==> src/rtl/rtc_pkg.sv <==
// Shared definitions for the RTC access path: scheduler FSM encoding,
// the time-register address table swept by the refresh engine, and the
// PicoBlaze port IDs that the glue logic decodes.
package rtc_pkg;

    typedef enum logic [2:0] {
        ST_IDLE       = 3'd0,
        ST_HOST_ISSUE = 3'd1,
        ST_HOST_WAIT  = 3'd2,
        ST_REF_ISSUE  = 3'd3,
        ST_REF_WAIT   = 3'd4,
        ST_REF_COMMIT = 3'd5
    } rtc_state_t;

    // Time registers in sweep order; index 0 lands in the low byte of the snapshot.
    localparam logic [7:0] RTC_ADDR_SEC   = 8'h21;
    localparam logic [7:0] RTC_ADDR_MIN   = 8'h22;
    localparam logic [7:0] RTC_ADDR_HOUR  = 8'h23;
    localparam logic [7:0] RTC_ADDR_DATE  = 8'h24;
    localparam logic [7:0] RTC_ADDR_MONTH = 8'h25;
    localparam logic [7:0] RTC_ADDR_YEAR  = 8'h26;

    // PicoBlaze port IDs used by the glue that drives host_req/host_*.
    localparam logic [7:0] PORT_RTC_ADDR   = 8'h10;
    localparam logic [7:0] PORT_RTC_WDATA  = 8'h11;
    localparam logic [7:0] PORT_RTC_CTRL   = 8'h12;
    localparam logic [7:0] PORT_RTC_RDATA  = 8'h13;
    localparam logic [7:0] PORT_RTC_STATUS = 8'h14;

    // Sweep index to RTC register address.
    function automatic logic [7:0] rtc_addr(input logic [2:0] idx);
        case (idx)
            3'd0:    return RTC_ADDR_SEC;
            3'd1:    return RTC_ADDR_MIN;
            3'd2:    return RTC_ADDR_HOUR;
            3'd3:    return RTC_ADDR_DATE;
            3'd4:    return RTC_ADDR_MONTH;
            3'd5:    return RTC_ADDR_YEAR;
            default: return RTC_ADDR_SEC;
        endcase
    endfunction

endpackage

==> src/rtl/rtc_refresh_timer.sv <==
// Free-running refresh period counter. Each wrap raises a pending flag that
// the scheduler clears when it starts a sweep; wraps that arrive while the
// flag is already set collapse into it. A wrap on the same cycle as a clear
// wins, so a fresh trigger is never lost.
module rtc_refresh_timer #(
    parameter int unsigned REFRESH_CYCLES = 100_000_000
) (
    input  logic clk,
    input  logic reset,
    input  logic clear,
    output logic pend
);

    localparam int unsigned CW = (REFRESH_CYCLES > 2) ? $clog2(REFRESH_CYCLES) : 1;
    localparam logic [CW-1:0] LAST = CW'(REFRESH_CYCLES - 1);

    logic [CW-1:0] cnt;

    // Period counter with wrap-driven pending flag.
    always_ff @(posedge clk or posedge reset) begin
        if (reset) begin
            cnt  <= '0;
            pend <= 1'b0;
        end else begin
            if (cnt == LAST) begin
                cnt  <= '0;
                pend <= 1'b1;
            end else begin
                cnt <= cnt + 1'b1;
                if (clear) pend <= 1'b0;
            end
        end
    end

endmodule

==> src/rtl/rtc_access_scheduler.sv <==
// Shares the RTC bus transaction engine between PicoBlaze host accesses and
// a periodic six-register time refresh sweep, committing each complete sweep
// atomically to snap_time. Host requests are served between sweep reads.
// Optional build macro RTC_TIMEOUT_EN adds an engine wait timeout with a
// sticky err flag.
//
// Handshakes: host_req is a level held by the host until it sees the
// one-cycle host_ack; a new request is not accepted on the ack cycle.
// eng_start is a one-cycle pulse with eng_wr/eng_addr/eng_wdata held stable
// until the engine answers with a one-cycle eng_done (eng_rdata valid with it).
module rtc_access_scheduler
    import rtc_pkg::*;
#(
    parameter int unsigned REFRESH_CYCLES = 100_000_000,
    parameter int unsigned NUM_REGS       = 6,
    parameter int unsigned TIMEOUT_CYCLES = 1024
) (
    input  logic                  clk,
    input  logic                  reset,
    input  logic                  host_req,
    input  logic                  host_wr,
    input  logic [7:0]            host_addr,
    input  logic [7:0]            host_wdata,
    output logic                  host_ack,
    output logic [7:0]            host_rdata,
    output logic                  eng_start,
    output logic                  eng_wr,
    output logic [7:0]            eng_addr,
    output logic [7:0]            eng_wdata,
    input  logic                  eng_done,
    input  logic [7:0]            eng_rdata,
    output logic [8*NUM_REGS-1:0] snap_time,
    output logic                  snap_valid,
    output logic                  busy,
    output logic                  err,
    output logic [2:0]            state_dbg
);

    localparam int unsigned IW = (NUM_REGS > 2) ? $clog2(NUM_REGS) : 1;
    localparam logic [IW-1:0] LAST_IDX = IW'(NUM_REGS - 1);

    rtc_state_t state, state_next;
    logic [IW-1:0] idx;
    logic [NUM_REGS-1:0][7:0] stage;
    logic refresh_pend, pend_clear;
    logic issue_host, issue_ref, host_done, ref_capture, commit;
    logic host_abort, ref_abort, wait_expired;

    rtc_refresh_timer #(
        .REFRESH_CYCLES(REFRESH_CYCLES)
    ) u_refresh_timer (
        .clk  (clk),
        .reset(reset),
        .clear(pend_clear),
        .pend (refresh_pend)
    );

    assign busy      = (state != ST_IDLE);
    assign state_dbg = 3'(state);

    // FSM state register.
    always_ff @(posedge clk or posedge reset) begin
        if (reset) state <= ST_IDLE;
        else       state <= state_next;
    end

    // Next state and per-state action strobes; host beats a pending sweep.
    always_comb begin
        state_next  = state;
        issue_host  = 1'b0;
        issue_ref   = 1'b0;
        host_done   = 1'b0;
        ref_capture = 1'b0;
        commit      = 1'b0;
        host_abort  = 1'b0;
        ref_abort   = 1'b0;
        pend_clear  = 1'b0;
        case (state)
            ST_IDLE: begin
                if (host_req && !host_ack)              state_next = ST_HOST_ISSUE;
                else if (refresh_pend || idx != '0)     state_next = ST_REF_ISSUE;
            end
            ST_HOST_ISSUE: begin
                issue_host = 1'b1;
                state_next = ST_HOST_WAIT;
            end
            ST_HOST_WAIT: begin
                if (eng_done) begin
                    host_done  = 1'b1;
                    state_next = ST_IDLE;
                end else if (wait_expired) begin
                    host_abort = 1'b1;
                    state_next = ST_IDLE;
                end
            end
            ST_REF_ISSUE: begin
                issue_ref  = 1'b1;
                pend_clear = (idx == '0);
                state_next = ST_REF_WAIT;
            end
            ST_REF_WAIT: begin
                if (eng_done) begin
                    ref_capture = 1'b1;
                    state_next  = (idx == LAST_IDX) ? ST_REF_COMMIT : ST_IDLE;
                end else if (wait_expired) begin
                    ref_abort  = 1'b1;
                    state_next = ST_IDLE;
                end
            end
            ST_REF_COMMIT: begin
                commit     = 1'b1;
                state_next = ST_IDLE;
            end
            default: state_next = ST_IDLE;
        endcase
    end

    // Registered engine/host/snapshot outputs, sweep index and staging bytes.
    always_ff @(posedge clk or posedge reset) begin
        if (reset) begin
            eng_start  <= 1'b0;
            eng_wr     <= 1'b0;
            eng_addr   <= 8'h00;
            eng_wdata  <= 8'h00;
            host_ack   <= 1'b0;
            host_rdata <= 8'h00;
            snap_time  <= '0;
            snap_valid <= 1'b0;
            idx        <= '0;
            stage      <= '0;
        end else begin
            eng_start  <= 1'b0;
            host_ack   <= 1'b0;
            snap_valid <= 1'b0;
            if (issue_host) begin
                eng_start <= 1'b1;
                eng_wr    <= host_wr;
                eng_addr  <= host_addr;
                eng_wdata <= host_wdata;
            end
            if (issue_ref) begin
                eng_start <= 1'b1;
                eng_wr    <= 1'b0;
                eng_addr  <= rtc_addr(3'(idx));
                eng_wdata <= 8'h00;
            end
            if (host_done) begin
                host_ack <= 1'b1;
                if (!eng_wr) host_rdata <= eng_rdata;
            end
            if (host_abort) begin
                host_ack   <= 1'b1;
                host_rdata <= 8'hFF;
            end
            if (ref_capture) begin
                stage[idx] <= eng_rdata;
                if (idx != LAST_IDX) idx <= idx + 1'b1;
            end
            if (commit) begin
                snap_time  <= stage;
                snap_valid <= 1'b1;
                idx        <= '0;
            end
            if (ref_abort) begin
                stage <= '0;
                idx   <= '0;
            end
        end
    end

`ifdef RTC_TIMEOUT_EN
    localparam int unsigned WW = (TIMEOUT_CYCLES > 2) ? $clog2(TIMEOUT_CYCLES) : 1;
    localparam logic [WW-1:0] WAIT_LAST = WW'(TIMEOUT_CYCLES - 1);

    logic [WW-1:0] wait_cnt;
    logic          in_wait;

    assign in_wait      = (state == ST_HOST_WAIT) || (state == ST_REF_WAIT);
    assign wait_expired = in_wait && !eng_done && (wait_cnt == WAIT_LAST);

    // Cycles spent waiting on the current engine transaction.
    always_ff @(posedge clk or posedge reset) begin
        if (reset)                                      wait_cnt <= '0;
        else if (in_wait && !eng_done && !wait_expired) wait_cnt <= wait_cnt + 1'b1;
        else                                            wait_cnt <= '0;
    end

    // Sticky timeout flag, cleared only by reset.
    always_ff @(posedge clk or posedge reset) begin
        if (reset)                        err <= 1'b0;
        else if (host_abort || ref_abort) err <= 1'b1;
    end
`else
    assign wait_expired = 1'b0;
    assign err          = 1'b0;
    if (TIMEOUT_CYCLES == 0) begin : g_no_timeout
    end
`endif

endmodule

==> config.mk <==
export PLATFORM = sky130hd
export DESIGN_NAME = rtc_access_scheduler
export DESIGN_NICKNAME = d
export VERILOG_FILES = /design/src/rtl/rtc_pkg.sv /design/src/rtl/rtc_refresh_timer.sv /design/src/rtl/rtc_access_scheduler.sv
export SDC_FILE = /design/constraint.sdc
export NUM_CORES = 1
export LEC_CHECK = 0
export ABC_CLOCK_PERIOD_IN_PS = 8980
export BUFFER_PORTS_ARGS = -buffer_cell sky130_fd_sc_hd__buf_2
export CORE_ASPECT_RATIO = 1.2
export CORE_MARGIN = 2
export CORE_UTILIZATION = 52
export DETAILED_ROUTE_END_ITERATION = 12
export PLACE_DENSITY = 0.75
export SYNTH_ARGS = -nofsm -noshare
export SYNTH_HDL_FRONTEND = slang
export SYNTH_SLANG_ARGS = --single-unit
==> constraint.sdc <==
create_clock -name clk -period 8.98 [get_ports clk]
set_input_delay 1.796 -clock clk [delete_from_list [all_inputs] [get_ports clk]]
set_output_delay 1.796 -clock clk [all_outputs]
set_load 0.01 [all_outputs]
; Word level (Yosys, flattened, before mapping)
; Index checks and enable logic that the tools add are counted.
[op_classes]
n_addsub = 2
order_cmp = 2
n_eq_ne = 15
muxes = 33
bitwise_logic = 1
n_reduce_logical = 15
[ops]
columns = cell, count
row1 = bitwise mux 48 bit, 1
row2 = 2-to-1 mux 8 bit, 5
row3 = one-hot mux 3 bit (5 select lines), 2
row4 = adder 27 x 1 -> 27 bit (second input constant), 1
row5 = equality test 27 bit (second input constant), 1
row6 = 2-to-1 mux 27 bit, 1
row7 = demux 8 bit (select 3 bit), 1
row8 = 2-to-1 mux 3 bit, 8
row9 = 2-to-1 mux 1 bit, 15
row10 = equality test 3 x 2 -> 1 bit (second input constant), 4
row11 = equality test 3 bit (second input constant), 4
row12 = nonzero test 2 bit, 4
row13 = equality test 3 x 1 -> 1 bit (second input constant), 2
row14 = logical NOT 3 bit, 2
row15 = != test 3 bit (second input constant), 2
row16 = nonzero test 3 bit, 2
row17 = < comparator 3 x 4 -> 1 bit (second input constant), 1
row18 = != test 2 bit (second input constant), 2
row19 = AND reduction 2 bit, 2
row20 = adder 3 x 1 -> 3 bit (second input constant), 1
row21 = >= comparator 3 x 1 -> 1 bit (second input constant), 1
row22 = AND reduction 3 bit, 1
row23 = logical AND 1 bit, 2
row24 = logical NOT 1 bit, 1
row25 = 2 further kinds, 2
[totals]
ff_bits = 158
input_bits = 29
output_inout_bits = 81
wordCells = 86

; Longest topological paths before layout
[logic_depth]
word_depth = 5
mapped_depth = 8
depth_no_buf = 6

; Modules after synthesis
; From an unflattened synthesis, not the netlist that was laid out.
[unflattened]
hier_cells = 498
area_unflattened_um2 = 6641.4
[modules_own_cells]
columns = module, instances, cells_each, area_per_inst_um2, seq_area_each_um2
row1 = rtc_access_scheduler, 1, 353, 5213.8, 3253.1
row2 = rtc_refresh_timer, 1, 145, 1427.6, 700.7

; Least setup slack after synthesis
; OpenSTA, ideal clock, no wires.
[synth_path]
kind = reg-to-output
startpoint = register state[1], in the netlist state_dbg[1]
endpoint = output busy
arrival_ns = 1.200
required_time_ns = 7.184
slack_ns = 5.984
stages_incl_launch_ff = 4
n_path_buf = 2
path_cell_list = dfrtp_1 > clkbuf_1 > clkbuf_1 > or3_1
[synth_between]
elab_chain_cells = 1
[synth_lines]
columns = item, line_no
row1 = from (decl), rtc_access_scheduler.sv:42  ; rtc_state_t state, state_next;
row2 = from (signal assigned), rtc_access_scheduler.sv:64  ; else state <= state_next;
row3 = nonzero test 3 bit, rtc_access_scheduler.sv:58  ; assign busy = (state != ST_IDLE);
row4 = to (decl), rtc_access_scheduler.sv:34  ; output logic busy,
; No other way between the ends.

; Worst setup path after layout
; Same ends and word-level chain as after synthesis.

==> impl_metrics.env <==
export IMPL_reg2reg_slack_ps=6290
export IMPL_synthFlopType="dfrtp_1"
export IMPL_worst_setup_path_start_kind="flip-flop"
export IMPL_fin_area_mm2=0.00788
export IMPL_power_mw=2.34
export IMPL_path_delay_family="flip-flops"
export IMPL_tightest_slew_ps=1030
export IMPL_layout_min_cycle_time_ps=3510
export IMPL_areaGrowthSynthToFinish_pct=19.2
export IMPL_min_path_type="reg2reg"
export IMPL_hold_violations=0
export IMPL_ctsHoldBuffers=0
export IMPL_finalMaxSlewViolations=0
export IMPL_synth_edf_count=0
export IMPL_cts_tree="yes"
export IMPL_wl_um=15200
export IMPL_syn_inst=606
export IMPL_min_path_cells=2
export IMPL_ys_ff_latch=158
export IMPL_worstPathRequired_ps=7180
export IMPL_critical_path_max_stage_delay_ps=670
export IMPL_cp_arrival_ps=1710
export IMPL_period_share_pct=39.0
export IMPL_ant_nets=0
export IMPL_drcViolationCount=0
export IMPL_crit_path_top_delay_cell="dfrtp_1"
export IMPL_drive_gt1_share_pct=28.5
export IMPL_htreeDepth=4
export IMPL_grt_usage_pct=23.3
export IMPL_drtIter0Drc=261
export IMPL_die_area_mm2=0.0136
export IMPL_multi_input_area_mm2=0.00251
export IMPL_reg2reg_from="state_dbg[1]"
export IMPL_clock_latency_ps=420
export IMPL_synth_seq_area_share_pct=59.9
export IMPL_synth_area_leaders="dfrtp_1 (60%), nand2_1 (10%), mux2_2 (9.5%), o21ai_0 (2.1%), ha_1 (1.9%)"
export IMPL_ys_warn_count=0
export IMPL_yosysUniqueCellTypes=50
export IMPL_holdPathEnd="snap_time[32]"
export IMPL_grt_max_degree=91
export IMPL_synth_area_leader_cell="dfrtp_1"
export IMPL_syn_nets=645
export IMPL_gr_total_overflow=0
export IMPL_syn_cell_area_mm2=0.00661
export IMPL_syn_avg_cell_area_um2=10.9
export IMPL_cts_sinks=158
export IMPL_portBuffers=108
export IMPL_die_w_um=107
export IMPL_core_area_mm2=0.0126
export IMPL_worst_path_buf_inv=1
export IMPL_cp_max_fo=29
export IMPL_wl_per_cell_um=17.1
export IMPL_nets=750
export IMPL_placed_cell_area_mm2=0.00727
export IMPL_cts_resized=0
export IMPL_max_slew_margin_pct=31.5
export IMPL_cts_root_buf="clkbuf_16"
export IMPL_vdd_drop_max_mv=0.179
export IMPL_ys_async_sr_fraction_pct=100
export IMPL_fill_cells=1013
export IMPL_diodes=0
export IMPL_cts_setup_buffers=0
export IMPL_worstSetupPathType="reg2out"
export IMPL_fmax_mhz=285
export IMPL_p_per_area_mw_per_mm2=298
export IMPL_min_from="stage[32]"
export IMPL_cp_end_kind="output pin"
export IMPL_grt_pass1_vias=4951
export IMPL_vias=4823
export IMPL_rows=45
export IMPL_yosysTopAreaCellShare_pct=59.9
export IMPL_max_cap_violations=0
export IMPL_dpl_hpwl_um=10100
export IMPL_floorplan_initialDensity_pct=52.6
export IMPL_crit_chain="or3_1 > buf_2"
export IMPL_antenna_found_initial=0
export IMPL_path_clk_slew_ps=60
export IMPL_viasPerCell=5.43
export IMPL_die_h_um=127
export IMPL_regArea_mm2=0.00395
export IMPL_status="completed"
export IMPL_cts_buffer_depth=2
export IMPL_grt_first_pass_wirelength_um=24600
export IMPL_finalSetupViolCount=0
export IMPL_firstDrtPassIters=6
export IMPL_io_pins=110
export IMPL_r2r_end="snap_time[5]"
export IMPL_leakage_nw=4.16
export IMPL_place_gp_congestion=0.812
export IMPL_setup_tns_ps=0
export IMPL_fin_skew_ps=8.17
export IMPL_rsz0062_at_grt="false"
export IMPL_cts_made_buffers=17
export IMPL_ff2ff_path_depth=5
-- per-layer routing --
layer	GRT usage, %	share of wire [%]	up-vias
met5	0	0	-
met4	7.03	1.4	0
met3	5.26	4.4	17
met2	40.7	51	130
met1	29.2	43	2428
li1	-	-	2248
-- kinds of logic (layout without fill, tap and decap cells) --
group,Yosys count,count (layout),synth area share [%]
mux,58,58,9.85
flops,158,158,59.9
other cells,1,1,0.0568
fa+ha+maj,10,10,1.89
compound gates,52,52,4.45
buf+inv,34,152,2.12
xor+xnor,15,15,1.99
simple gates,278,278,19.8
-- final cells by class --
class	instances	area share (%)
timing repair buffer	111	7.15
tap	164	2.61
multi-input combinational	414	31.9
sequential	158	50.2
inverter	9	0.492
clock inverter	11	1.95
clock buffer	21	5.72
-- cell usage in the layout, fill, tap and decap left out, types with 2 or more instances in the layout --
cell type	Yosys	layout
inv_1	8	7
bufinv_16	0	3
mux2_2	56	56
dfrtp_1	158	158
or3_1	6	6
a21oi_1	14	14
inv_6	0	5
and4_1	3	3
buf_4	1	3
nor4_1	3	3
or4_1	4	4
clkbuf_1	21	3
xor2_1	5	5
nand4b_1	3	3
o21ai_0	28	28
and2_1	2	2
nor2b_1	3	3
and3_1	3	3
a21o_1	2	2
nor2_1	17	17
clkinvlp_4	0	2
nand2_1	182	182
clkbuf_16	0	17
nor3_1	3	3
nand3_1	8	8
ha_1	10	10
xnor2_1	10	10
mux2i_1	2	2
buf_2	1	108
o31ai_1	2	2
nand4_1	10	10
nand2b_1	19	19
-- state kept, by name (all words and copies together) (netlist names) --
signal                count
snap_time                48
stage                    48
u_refresh_timer.cnt      27
eng_addr                  8
eng_wdata                 8
host_rdata                8
idx                       3
state_dbg                 3
eng_start                 1
eng_wr                    1
host_ack                  1
snap_valid                1
u_refresh_timer.pend      1
-- power by group --
part           leakage, nW  switching, mW  internal [mW]
Combinational         1.75          0.304          0.253
Clock                0.289          0.295          0.448
Sequential            2.12          0.136          0.906
-- cells in the mapped netlist, types with 6 or more instances --
cell / count
mux2_2: 56
clkbuf_1: 21
xnor2_1: 10
ha_1: 10
or3_1: 6
inv_1: 8
o21ai_0: 28
nand2_1: 182
nand2b_1: 19
nand4_1: 10
nand3_1: 8
nor2_1: 17
dfrtp_1: 158
a21oi_1: 14
-- stage by stage --
stage          utilization [%]  instances  setup slack, ps  hold WS (ps)
2_1_floorplan                -        606             2920           433
3_3_place_gp              57.9        856             5630           445
3_5_place_dp              57.9        856             5540           459
4_1_cts                   62.7        888             5470           474
5_1_grt                   62.7        888             5370           492
6_report                  62.7        888             5470           473
-- how the worst max path moves through the flow --
stage / cells after the start / slack (ps) / endpoint / start
final: 2 / 5470 / busy / state_dbg[1]
after floorplan: 1 / 2920 / eng_addr[0] / reset
after global placement: 3 / 5630 / snap_time[14] / reset
after detailed placement: 3 / 5540 / snap_time[14] / reset
after global routing: 2 / 5370 / busy / state_dbg[1]
after CTS: 2 / 5470 / busy / state_dbg[1]
-- worst min-delay path, cell delays in order (launching register included) --
cell     delay (ps)
dfrtp_1         340
nand2_1          50
nand2_1          50
Note: power is estimated with default switching activity, not from simulation.
